### src/rtl/fir_result_tx_pkg.sv
// Shared types and helpers for the FIR result transmitter.
package fir_result_tx_pkg;

   // Serializer states.
   typedef enum logic {
      IDLE = 1'b0,
      SEND = 1'b1
   } txState_t;

   // Number of link bytes per result word.
   function automatic int unsigned nbytes(input int unsigned word_w, input int unsigned byte_w);
      return word_w / byte_w;
   endfunction

   // True when v is a non-zero power of two.
   function automatic bit is_pow2(input int unsigned v);
      return (v != 0) && ((v & (v - 1)) == 0);
   endfunction

endpackage

### src/rtl/fir_result_tx_if.sv
// Result input and byte-wide valid/ready link between the transmitter and its host.
interface fir_result_tx_if #(
   parameter int unsigned WORD_W = 32,
   parameter int unsigned BYTE_W = 8
) ();

   logic [WORD_W-1:0] in;
   logic              in_valid;
   logic [BYTE_W-1:0] tx_data;
   logic              tx_valid;
   logic              tx_ready;
   logic              tx_last;

   // Transmitter side: consumes results, drives the link.
   modport master (
      input  in,
      input  in_valid,
      input  tx_ready,
      output tx_data,
      output tx_valid,
      output tx_last
   );

   // Host side: supplies results, receives the link.
   modport slave (
      output in,
      output in_valid,
      output tx_ready,
      input  tx_data,
      input  tx_valid,
      input  tx_last
   );

endinterface

### src/rtl/fir_result_tx_result_fifo.sv
// Word FIFO with first-word-fall-through head; caller never pops when empty and only
// pushes into a full FIFO together with a pop.
module result_fifo #(
   parameter int unsigned WIDTH = 32,
   parameter int unsigned DEPTH = 8
) (
   input  logic                     clk,
   input  logic                     rst,
   input  logic                     push,
   input  logic                     pop,
   input  logic [WIDTH-1:0]         wdata,
   output logic [WIDTH-1:0]         rdata,
   output logic [$clog2(DEPTH):0]   count
);

   localparam int unsigned AW = $clog2(DEPTH);

   logic [WIDTH-1:0] mem [DEPTH];
   logic [AW-1:0]    wr_ptr_q;
   logic [AW-1:0]    rd_ptr_q;
   logic [AW:0]      count_q;

   // Storage array; no reset needed, validity is tracked by count.
   always_ff @(posedge clk) begin
      if (push) begin
         mem[wr_ptr_q] <= wdata;
      end
   end

   // Pointer and occupancy bookkeeping; push+pop leaves count unchanged.
   always_ff @(posedge clk or negedge rst) begin
      if (!rst) begin
         wr_ptr_q <= '0;
         rd_ptr_q <= '0;
         count_q  <= '0;
      end else begin
         if (push) begin
            wr_ptr_q <= wr_ptr_q + 1'b1;
         end
         if (pop) begin
            rd_ptr_q <= rd_ptr_q + 1'b1;
         end
         case ({push, pop})
            2'b10:   count_q <= count_q + 1'b1;
            2'b01:   count_q <= count_q - 1'b1;
            default: count_q <= count_q;
         endcase
      end
   end

   assign rdata = mem[rd_ptr_q];
   assign count = count_q;

endmodule

### src/rtl/fir_result_tx.sv
// Transmit end of the FIR output: decimates results, buffers them, and serializes each
// word MSB byte first. The filter cannot stall, so a full buffer drops and counts words.
module fir_result_tx
   import fir_result_tx_pkg::*;
#(
   parameter int unsigned WORD_W = 32,
   parameter int unsigned BYTE_W = 8,
   parameter int unsigned DEPTH  = 8,
   parameter int unsigned DECIM  = 1,
   parameter int unsigned CNT_W  = 16
) (
   input  logic                   clk,
   input  logic                   rst,
   fir_result_tx_if.master        bus,
   output logic [$clog2(DEPTH):0] fill,
   output logic                   overflow,
   output logic [CNT_W-1:0]       drop_cnt,
   input  logic                   clr_ovf
);

   localparam int unsigned NB      = nbytes(WORD_W, BYTE_W);
   localparam int unsigned IDX_W   = (NB > 1) ? $clog2(NB) : 1;
   localparam int unsigned DCNT_W  = (DECIM > 1) ? $clog2(DECIM) : 1;
   localparam int unsigned FILL_W  = $clog2(DEPTH) + 1;
   localparam logic [IDX_W-1:0]  LAST_IDX  = IDX_W'(NB - 1);
   localparam logic [DCNT_W-1:0] DCNT_LAST = DCNT_W'(DECIM - 1);

   if (WORD_W % BYTE_W != 0) begin : g_bad_word_w
      $error("WORD_W must be a multiple of BYTE_W");
   end
   if (!is_pow2(DEPTH) || DEPTH < 2) begin : g_bad_depth
      $error("DEPTH must be a power of 2 and at least 2");
   end
   if (DECIM < 1) begin : g_bad_decim
      $error("DECIM must be at least 1");
   end

   logic [DCNT_W-1:0] dcnt_q;
   logic              keep;
   logic              push;
   logic              pop;
   logic              drop;
   logic              full;
   logic              word_done;
   logic [WORD_W-1:0] fifo_rdata;
   logic [FILL_W-1:0] fifo_count;

   txState_t          state_q;
   logic [IDX_W-1:0]  idx_q;
   logic [WORD_W-1:0] shreg_q;
   logic [WORD_W-1:0] shreg_next;
   logic [BYTE_W-1:0] tx_data_q;
   logic              tx_valid_q;
   logic              tx_last_q;
   logic              overflow_q;
   logic [CNT_W-1:0]  drop_cnt_q;

   // Decimation counter: advances only on valid inputs, wraps at DECIM-1.
   always_ff @(posedge clk or negedge rst) begin
      if (!rst) begin
         dcnt_q <= '0;
      end else if (bus.in_valid) begin
         dcnt_q <= (dcnt_q == DCNT_LAST) ? '0 : dcnt_q + 1'b1;
      end
   end

   // Pop mirrors the FSM load conditions; a push into a full FIFO rides on a same-cycle pop.
   always_comb begin
      keep      = bus.in_valid && (dcnt_q == '0);
      full      = (fifo_count == FILL_W'(DEPTH));
      word_done = (state_q == SEND) && bus.tx_ready && (idx_q == LAST_IDX);
      pop       = (fifo_count != '0) && ((state_q == IDLE) || word_done);
      push      = keep && (!full || pop);
      drop      = keep && !push;
      shreg_next = shreg_q << BYTE_W;
   end

   result_fifo #(
      .WIDTH (WORD_W),
      .DEPTH (DEPTH)
   ) u_fifo (
      .clk   (clk),
      .rst   (rst),
      .push  (push),
      .pop   (pop),
      .wdata (bus.in),
      .rdata (fifo_rdata),
      .count (fifo_count)
   );

   // Sticky overflow and saturating drop count; a drop wins over a same-cycle clear.
   always_ff @(posedge clk or negedge rst) begin
      if (!rst) begin
         overflow_q <= 1'b0;
         drop_cnt_q <= '0;
      end else if (clr_ovf) begin
         overflow_q <= drop;
         drop_cnt_q <= drop ? CNT_W'(1) : '0;
      end else if (drop) begin
         overflow_q <= 1'b1;
         if (drop_cnt_q != '1) begin
            drop_cnt_q <= drop_cnt_q + 1'b1;
         end
      end
   end

   // Serializer FSM with registered link outputs; outputs hold while tx_ready is low.
   always_ff @(posedge clk or negedge rst) begin
      if (!rst) begin
         state_q    <= IDLE;
         idx_q      <= '0;
         shreg_q    <= '0;
         tx_data_q  <= '0;
         tx_valid_q <= 1'b0;
         tx_last_q  <= 1'b0;
      end else begin
         case (state_q)
            IDLE: begin
               if (fifo_count != '0) begin
                  state_q    <= SEND;
                  idx_q      <= '0;
                  shreg_q    <= fifo_rdata;
                  tx_data_q  <= fifo_rdata[WORD_W-1 -: BYTE_W];
                  tx_valid_q <= 1'b1;
                  tx_last_q  <= (NB == 1);
               end
            end
            SEND: begin
               if (bus.tx_ready) begin
                  if (idx_q != LAST_IDX) begin
                     idx_q     <= idx_q + 1'b1;
                     shreg_q   <= shreg_next;
                     tx_data_q <= shreg_next[WORD_W-1 -: BYTE_W];
                     tx_last_q <= ((idx_q + 1'b1) == LAST_IDX);
                  end else if (fifo_count != '0) begin
                     // Back-to-back word: reload without an idle cycle.
                     idx_q      <= '0;
                     shreg_q    <= fifo_rdata;
                     tx_data_q  <= fifo_rdata[WORD_W-1 -: BYTE_W];
                     tx_valid_q <= 1'b1;
                     tx_last_q  <= (NB == 1);
                  end else begin
                     state_q    <= IDLE;
                     tx_data_q  <= '0;
                     tx_valid_q <= 1'b0;
                     tx_last_q  <= 1'b0;
                  end
               end
            end
            default: begin
               state_q    <= IDLE;
               tx_valid_q <= 1'b0;
               tx_last_q  <= 1'b0;
            end
         endcase
      end
   end

   assign bus.tx_data  = tx_data_q;
   assign bus.tx_valid = tx_valid_q;
   assign bus.tx_last  = tx_last_q;
   assign fill         = fifo_count;
   assign overflow     = overflow_q;
   assign drop_cnt     = drop_cnt_q;

endmodule

### src/flat_wrapper.sv
// flat-port wrapper written by rule: the top's interface ports become plain ports
module fir_result_tx_flat import fir_result_tx_pkg::*;
#(
   parameter int unsigned WORD_W = 32,
   parameter int unsigned BYTE_W = 8,
   parameter int unsigned DEPTH  = 8,
   parameter int unsigned DECIM  = 1,
   parameter int unsigned CNT_W  = 16
)
  (clk, rst, fill, overflow, drop_cnt, clr_ovf, bus_in, bus_in_valid, bus_tx_ready, bus_tx_data, bus_tx_valid, bus_tx_last);
  fir_result_tx_if #(.WORD_W(WORD_W), .BYTE_W(BYTE_W)) bus_i ();
  input  logic clk;
  input  logic rst;
  output logic [$clog2(DEPTH):0] fill;
  output logic overflow;
  output logic [CNT_W-1:0] drop_cnt;
  input  logic clr_ovf;
  input wire logic [$bits(bus_i.in)-1:0] bus_in;
  input wire logic [$bits(bus_i.in_valid)-1:0] bus_in_valid;
  input wire logic [$bits(bus_i.tx_ready)-1:0] bus_tx_ready;
  output wire logic [$bits(bus_i.tx_data)-1:0] bus_tx_data;
  output wire logic [$bits(bus_i.tx_valid)-1:0] bus_tx_valid;
  output wire logic [$bits(bus_i.tx_last)-1:0] bus_tx_last;
  assign bus_i.in = bus_in;
  assign bus_i.in_valid = bus_in_valid;
  assign bus_i.tx_ready = bus_tx_ready;
  assign bus_tx_data = bus_i.tx_data;
  assign bus_tx_valid = bus_i.tx_valid;
  assign bus_tx_last = bus_i.tx_last;
  fir_result_tx #(.WORD_W(WORD_W), .BYTE_W(BYTE_W), .DEPTH(DEPTH), .DECIM(DECIM), .CNT_W(CNT_W)) u_core (.clk(clk), .rst(rst), .bus(bus_i), .fill(fill), .overflow(overflow), .drop_cnt(drop_cnt), .clr_ovf(clr_ovf));
endmodule
### config.mk
export PLATFORM = sky130hd
export DESIGN_NAME = fir_result_tx_flat
export DESIGN_NICKNAME = d
export VERILOG_FILES = /design/src/rtl/fir_result_tx_pkg.sv /design/src/rtl/fir_result_tx_if.sv /design/src/rtl/fir_result_tx_result_fifo.sv /design/src/rtl/fir_result_tx.sv /design/src/flat_wrapper.sv
export SDC_FILE = /design/constraint.sdc
export NUM_CORES = 1
export LEC_CHECK = 0
export BUFFER_PORTS_ARGS = -buffer_cell sky130_fd_sc_hd__buf_2
export CAP_MARGIN = 5
export CELL_PAD_IN_SITES_DETAIL_PLACEMENT = 1
export CELL_PAD_IN_SITES_GLOBAL_PLACEMENT = 1
export CORE_MARGIN = 2
export CORE_UTILIZATION = 45
export DETAILED_ROUTE_END_ITERATION = 8
export GPL_ROUTABILITY_DRIVEN = 0
export GPL_TIMING_DRIVEN = 0
export HOLD_SLACK_MARGIN = 0.15
export MAX_ROUTING_LAYER = met4
export PLACE_DENSITY = 0.79
export SLEW_MARGIN = 10
export SYNTH_ARGS = -nofsm -noshare
export SYNTH_HDL_FRONTEND = slang
export SYNTH_SLANG_ARGS = --single-unit
### constraint.sdc
create_clock -name clk -period 4.15 [get_ports clk]
set_input_delay 0.415 -clock clk [delete_from_list [all_inputs] [get_ports clk]]
set_output_delay 0.415 -clock clk [all_outputs]
set_load 0.02 [all_outputs]
==> Yosys cells after proc, flatten, opt, wreduce, memory -nomap -nowiden <==
Memories as Yosys holds them, arrays and structs flattened.
Index checks and enable logic that the tools add are counted.
{ "op_classes": {"mul": 0, "eq_ne": 10, "magnitude_cmp": 0, "shifts": 0, "div_mod_pow": 0, "n_mux": 35, "n_addsub": 7, "bitwise": 2, "n_reduce_logical": 17} }
{ "op_table": {"columns": ["operator", "n"], "rows": [
  ["2-to-1 mux 32 bit", 3],
  ["case mux 32 bit (2 select lines)", 1],
  ["2-to-1 mux 16 bit", 3],
  ["2-to-1 mux 8 bit", 4],
  ["adder 16 x 1 -> 16 bit, second input constant", 1],
  ["!= test 16 bit, second input constant", 1],
  ["case mux 8 bit (2 select lines)", 1],
  ["2-to-1 mux 1 bit", 15],
  ["case mux 4 bit (2 select lines)", 1],
  ["adder 3 x 1 -> 3 bit, second input constant", 2],
  ["equality test 2 bit, second input constant", 3],
  ["logical AND 1 bit", 6],
  ["2-to-1 mux 2 bit", 3],
  ["!= test 2 bit, second input constant", 3],
  ["case mux 1 bit (2 select lines)", 3],
  ["nonzero test 2 bit", 3],
  ["adder 4 x 1 -> 4 bit, second input constant", 1],
  ["equality test 4 bit, second input constant", 1],
  ["case mux 2 bit (2 select lines)", 1],
  ["AND reduction 2 bit", 2],
  ["nonzero test 4 bit", 1],
  ["subtractor 4 x 1 -> 4 bit, second input constant", 1],
  ["AND reduction 3 bit", 1],
  ["adder 2 x 1 -> 2 bit, second input constant", 1],
  ["6 further kinds", 9]
]} }
{ "word_totals": {"latchBits": 0, "mem_bits_rw": 256, "regBits": 73, "input_bits": 37, "output_inout_bits": 31, "romBits": 0, "n_memories": 1, "wordCells": 84} }
{ "mem_list": {"columns": ["memory", "depth", "word_bits", "rd", "rd_ports_with_merged_regs", "write_ports", "line_no", "text"], "rows": [
  ["u_core.u_fifo.mem", 8, 32, 1, 0, 1, "fir_result_tx_result_fifo.sv:18", "logic [WIDTH-1:0] mem [DEPTH];"]
]} }

==> Depth between registers and ports, before layout <==
{ "logic_depth": {"ltp_word": 10, "ltp_mapped": 12, "mapped_depth_nobuf": 12} }

==> Hierarchy <==
Synthesis repeated with hierarchy kept, for this count alone.
{ "unflattened": {"hier_cells": 665, "hier_area_um2": 12917.4} }
{ "modules_own_cells": {"columns": ["module", "cells_each", "area_per_inst_um2", "seq_area_each_um2", "n_inst"], "rows": [
  ["result_fifo", 422, 10277.4, 7937.6, 1],
  ["fir_result_tx", 243, 2640.0, 1351.3, 1]
]} }

==> Least setup slack after synthesis <==
Ideal clock, no wire load.
{ "synth_timing": {"path_type": "register to register", "from": "reg u_core.u_fifo.count_q[0] (netlist: u_core.u_fifo.count[0])", "to": "mem u_core.u_fifo.mem[0][0], enable pin", "setup_slack_ns": 0.441, "required_ns": 3.689, "path_stages_with_launch": 6, "setup_ns": 0.461, "arrival_time_ns": 3.248, "period_less_slack_ns": 3.709, "n_path_buf": 0, "path_cell_list": "dfrtp_1 nor4b_4 nand2_1 and2_1 nand2b_1 nor3_1"} }
{ "synth_between": {"elab_chain_cells": 6, "word_cells_on_any_way": 8, "cone_classes": "1 x eq/ne; 2 x mux; 5 x reduce/logical"} }
{ "synth_rtl": {"columns": ["element", "line_no", "text"], "rows": [
  ["from (decl)", "fir_result_tx_result_fifo.sv:21", "logic [AW:0] count_q;"],
  ["from (signal assigned)", "fir_result_tx_result_fifo.sv:44", "2'b10: count_q <= count_q + 1'b1;"],
  ["from (signal assigned)", "fir_result_tx_result_fifo.sv:45", "2'b01: count_q <= count_q - 1'b1;"],
  ["from (signal assigned)", "fir_result_tx_result_fifo.sv:46", "default: count_q <= count_q;"],
  ["equality test 4 bit / nonzero test 4 bit (equally long branches)", "fir_result_tx.sv:70, fir_result_tx.sv:72", null],
  ["logical NOT 1 bit / logical AND 1 bit (equally long branches)", "fir_result_tx.sv:73, fir_result_tx.sv:72", null],
  ["logical OR 1 bit (*)", "fir_result_tx.sv:73", "push = keep && (!full || pop);"],
  ["logical AND 1 bit (*)", "fir_result_tx.sv:73", null],
  ["2-to-1 mux 1 bit (*)", "fir_result_tx_result_fifo.sv:25", "if (push) begin"],
  ["2-to-1 mux 1 bit (not written as such) (*)", "fir_result_tx_result_fifo.sv:26", "mem[wr_ptr_q] <= wdata;"],
  ["to (decl)", "fir_result_tx_result_fifo.sv:18", null]
]} }
Mark *: on every way between the ends. The rest lies on a longest branch, timed or not.

==> Final worst setup path <==
{ "layout_timing": {"from": "reg u_core.u_fifo.count_q[0] (netlist: u_core.u_fifo.count[0])", "to": "reg u_core.u_fifo.count_q[3] (netlist: u_core.u_fifo.count[3])"} }
{ "layout_between": {"elab_chain_cells": 6, "word_cells_on_any_way": 12, "cone_classes": "2 x add/sub; 3 x eq/ne; 1 x mux; 6 x reduce/logical"} }
{ "layout_rtl": {"columns": ["element", "line_no", "text"], "rows": [
  ["nonzero test 4 bit (*)", "fir_result_tx.sv:72", "pop = (fifo_count != '0) && ((state_q == IDLE) || word_done);"],
  ["logical AND 1 bit (*)", "fir_result_tx.sv:72", null],
  ["named net u_core.pop", "fir_result_tx.sv:41", "logic pop;"],
  ["logical OR 1 bit", "fir_result_tx.sv:73", null],
  ["logical AND 1 bit", "fir_result_tx.sv:73", null],
  ["equality test 2 x 1 -> 1 bit / equality test 2 bit (equally long branches)", "fir_result_tx_result_fifo.sv:43", "case ({push, pop})"],
  ["case mux 4 bit (2 select lines) / nonzero test 2 bit (equally long branches)", null, null]
]} }
The timed path passes the listed nets; every way through them passes the cells marked *.
A chain may end at the register's enable or synchronous reset.

==> impl_metrics.env <==
export IMPL_clk_latency_ps=510
export IMPL_synth_edf_count=256
export IMPL_post_place_cells=1128
export IMPL_min_period_over_period_pct=74.51
export IMPL_placed_cell_area_sq_um=13690
export IMPL_initial_core_util_pct=45.46
export IMPL_layout_cells_non_filler=1196
export IMPL_fin_area_sq_um=14820
export IMPL_hold_path_depth=1
export IMPL_port_buffers=67
export IMPL_syn_inst=668
export IMPL_worstHoldStart="bus_in[10]"
export IMPL_yosysTopAreaCell="edfxtp_1"
export IMPL_place_hpwl_um=19200
export IMPL_max_slew_margin_pct=34.17
export IMPL_wire_per_inst_um=24.86
export IMPL_die_y_um=171.1
export IMPL_total_power_mw=9.924
export IMPL_root_buffer="clkbuf_16"
export IMPL_final_net_count=836
export IMPL_period_needed_ps=3092
export IMPL_reg2reg_from="u_core.u_fifo.count[0]"
export IMPL_hold_path_end="u_core.u_fifo.mem[5][10]"
export IMPL_layout_setup_ws_ps=1058
export IMPL_hold_violations=0
export IMPL_ctsHtreeMaxLevel=2
export IMPL_ys_types=52
export IMPL_first_global_vias=7461
export IMPL_finalClockSkew_ps=16.51
export IMPL_first_pass_iters=4
export IMPL_clk_pin_slew_ps=60
export IMPL_async_reset_ff_share_pct=20.00
export IMPL_maxCapViolCount=0
export IMPL_startpoint_type="flip-flop"
export IMPL_power_density_nw_per_um2=669.8
export IMPL_rsz0062_at_grt="no"
export IMPL_worst_hold_slack_ps=170.0
export IMPL_drtAntennaViolNets=0
export IMPL_final_layout_size_suffix_gt1_share_pct=27.17
export IMPL_core_area_sq_um=27630
export IMPL_drt_wl_total_um=29740
export IMPL_via_count=6772
export IMPL_syn_area_per_cell_sq_um=18.80
export IMPL_clockBufferDepth=3
export IMPL_post_cts_buffers=0
export IMPL_final_core_util_pct=53.62
export IMPL_grt_ovfl_total=0
export IMPL_max_vdd_ir_drop_mv=0.4337
export IMPL_ctsResizeCount=0
export IMPL_ios=68
export IMPL_synth_top_area_share_pct=61.20
export IMPL_reg2reg_depth=10
export IMPL_synth_fp_nets=714
export IMPL_status="completed"
export IMPL_synth_area_leaders="edfxtp_1 (61%), dfrtp_1 (13%), mux4_2 (11%), mux2i_1 (2.6%), o21ai_0 (1.6%)"
export IMPL_p_leak_nw=5.208
export IMPL_maxSlewViolCount=0
export IMPL_r2r_slack_ps=1060
export IMPL_rows=61
export IMPL_setup_viol=0
export IMPL_vias_per_cell=5.662
export IMPL_hp_class="in2reg"
export IMPL_cts_sinks=320
export IMPL_yosysSeqAreaShare_pct=73.95
export IMPL_worstPathMaxFanout=7
export IMPL_grt_max_degree=53
export IMPL_die_width_um=171.1
export IMPL_grt_pass1_wl_um=45450
export IMPL_grt_total_usage_pct=21.87
export IMPL_synth_seq_cells=320
export IMPL_cp_end_kind="flip-flop"
export IMPL_critPathKind="reg2reg"
export IMPL_critPathArrivalTime_ps=3480
export IMPL_drc=0
export IMPL_drt_initial_drc_count=590
export IMPL_cts_tree="yes"
export IMPL_synthesis_area_sq_um=12560
export IMPL_nFillCells=2559
export IMPL_synth_main_ff_cell="edfxtp_1"
export IMPL_holdBufCountCts=3
export IMPL_dieArea_sq_um=29260
export IMPL_tns_ps=0
export IMPL_fmax_mhz=323.4
export IMPL_area_growth_pct=17.95
export IMPL_cp_required_ps=4540
export IMPL_place_ws_ps=1097
export IMPL_rr_endpoint="u_core.u_fifo.count[3]"
export IMPL_cts_buffers=35
export IMPL_antenna_found_initial=1
export IMPL_tightest_slew_ps=987.4
export IMPL_yosys_warnings=0
flip-flops by register name (all words and copies together), names as in the netlist:
register / cells
u_core.u_fifo.mem: 256
u_core.shreg_q: 24
u_core.drop_cnt: 16
u_core.bus.tx_data: 8
u_core.u_fifo.count: 4
u_core.u_fifo.rd_ptr_q: 3
u_core.u_fifo.wr_ptr_q: 3
u_core.idx_q: 2
u_core.bus.tx_last: 1
u_core.bus.tx_valid: 1
u_core.overflow: 1
u_core.state_q: 1
Yosys cell counts (2+ instances only):
library cell,n
a211oi_1,2
a21o_1,2
a21oi_1,9
a22oi_1,24
and2_1,2
and3_1,5
buf_1,3
buf_2,10
clkbuf_1,15
dfrtp_1,64
edfxtp_1,256
ha_1,8
inv_1,12
mux2i_1,32
mux4_2,64
nand2_1,34
nand2b_1,4
nand3_1,5
nand4_1,3
nand4b_1,2
nor2_1,17
nor3_1,3
nor4_1,4
o21a_1,4
o21ai_0,41
o21ai_1,2
o31a_1,2
or3_1,4
or4_1,2
xnor2_1,8
xor2_1,4
per-layer routing:
| metal | share of wire [%] | wire length, um | vias to the layer above | track usage [%] |
|---|---|---|---|---|
| met2 | 50 | 14970 | 191 | 35.90 |
| li1 | - | - | 2937 | - |
| met4 | 2.4 | 700 | 0 | 7.038 |
| met3 | 5.0 | 1494 | 63 | 3.817 |
| met1 | 42 | 12570 | 3581 | 27.95 |
| met5 | 0 | 0 | - | - |
layout by cell type (no fill, tap or decap), types with 3 or more instances in the layout:
cell             n
edfxtp_1       256
buf_2           76
mux4_2          64
dfrtp_1         64
o21ai_0         41
clkbuf_16       35
nand2_1         34
mux2i_1         32
clkbuf_1        25
a22oi_1         24
inv_1           12
nor2_1          11
a21oi_1          9
xnor2_1          8
ha_1             8
nor2_4           6
and3_1           5
nand3_1          5
buf_6            5
clkinv_1         5
buf_16           5
nand2b_1         4
nor4_1           4
or3_1            4
o21a_1           4
xor2_1           4
inv_6            4
clkinv_2         4
buf_4            4
buf_1            3
nand4_1          3
clkbuf_8         3
dlygate4sd3_1    3
worst max path at each step:
stage / depth (start not counted) / startpoint / endpoint
floorplan: 5 / u_core.u_fifo.count[0] / u_core.u_fifo.mem[0][0]
finish: 10 / u_core.u_fifo.count[0] / u_core.u_fifo.count[3]
detailed placement: 10 / u_core.u_fifo.count[0] / u_core.u_fifo.count[3]
CTS: 10 / u_core.u_fifo.count[0] / u_core.u_fifo.count[3]
global placement: 6 / u_core.idx_q[0] / u_core.u_fifo.mem[0][6]
global route: 10 / u_core.u_fifo.count[0] / u_core.u_fifo.count[3]
power by group:
| part | internal, mW | leakage (nW) | switching, mW |
|---|---|---|---|
| registers | 4.04 | 3.17 | 0.266 |
| clock network | 1.75 | 0.535 | 1.23 |
| logic | 1.13 | 1.50 | 1.52 |
| total | 6.91 | 5.21 | 3.02 |
cell families (layout without fill, tap and decap cells):
| group | count (synthesis) | in the layout | share of synthesized area (%) |
|---|---|---|---|
| compound gates | 96 | 96 | 4.831 |
| buf+inv | 41 | 190 | 1.385 |
| fa+ha+maj | 9 | 9 | 0.9563 |
| xor+xnor | 12 | 12 | 0.8367 |
| mux | 97 | 97 | 14.11 |
| flops | 320 | 320 | 73.95 |
| other cells | 0 | 1 | 0 |
| simple gates | 93 | 93 | 3.925 |
area by class of cell:
class | count | area, sq um | area share [%]
timing repair buffer | 85 | 628.1 | 4.239
tap | 378 | 473.0 | 3.192
multi-input combinational | 307 | 3153 | 21.28
sequential | 320 | 9289 | 62.70
antenna | 1 | 2.502 | 0.01689
clock buffer | 48 | 954.7 | 6.444
clock inverter | 16 | 141.4 | 0.9543
inverter | 12 | 45.04 | 0.3040
buffer | 29 | 128.9 | 0.8699
worst max-delay path, cell delays in order (launching register included):
cell     delay (ps)
dfrtp_1         470
or4_1           670
nand2_1         340
inv_1           250
ha_1            300
ha_1            280
a21o_1          170
a21oi_1         170
xnor2_1         130
nor2_1           70
xor2_1          140
Note: power is estimated with default switching activity, not from simulation.
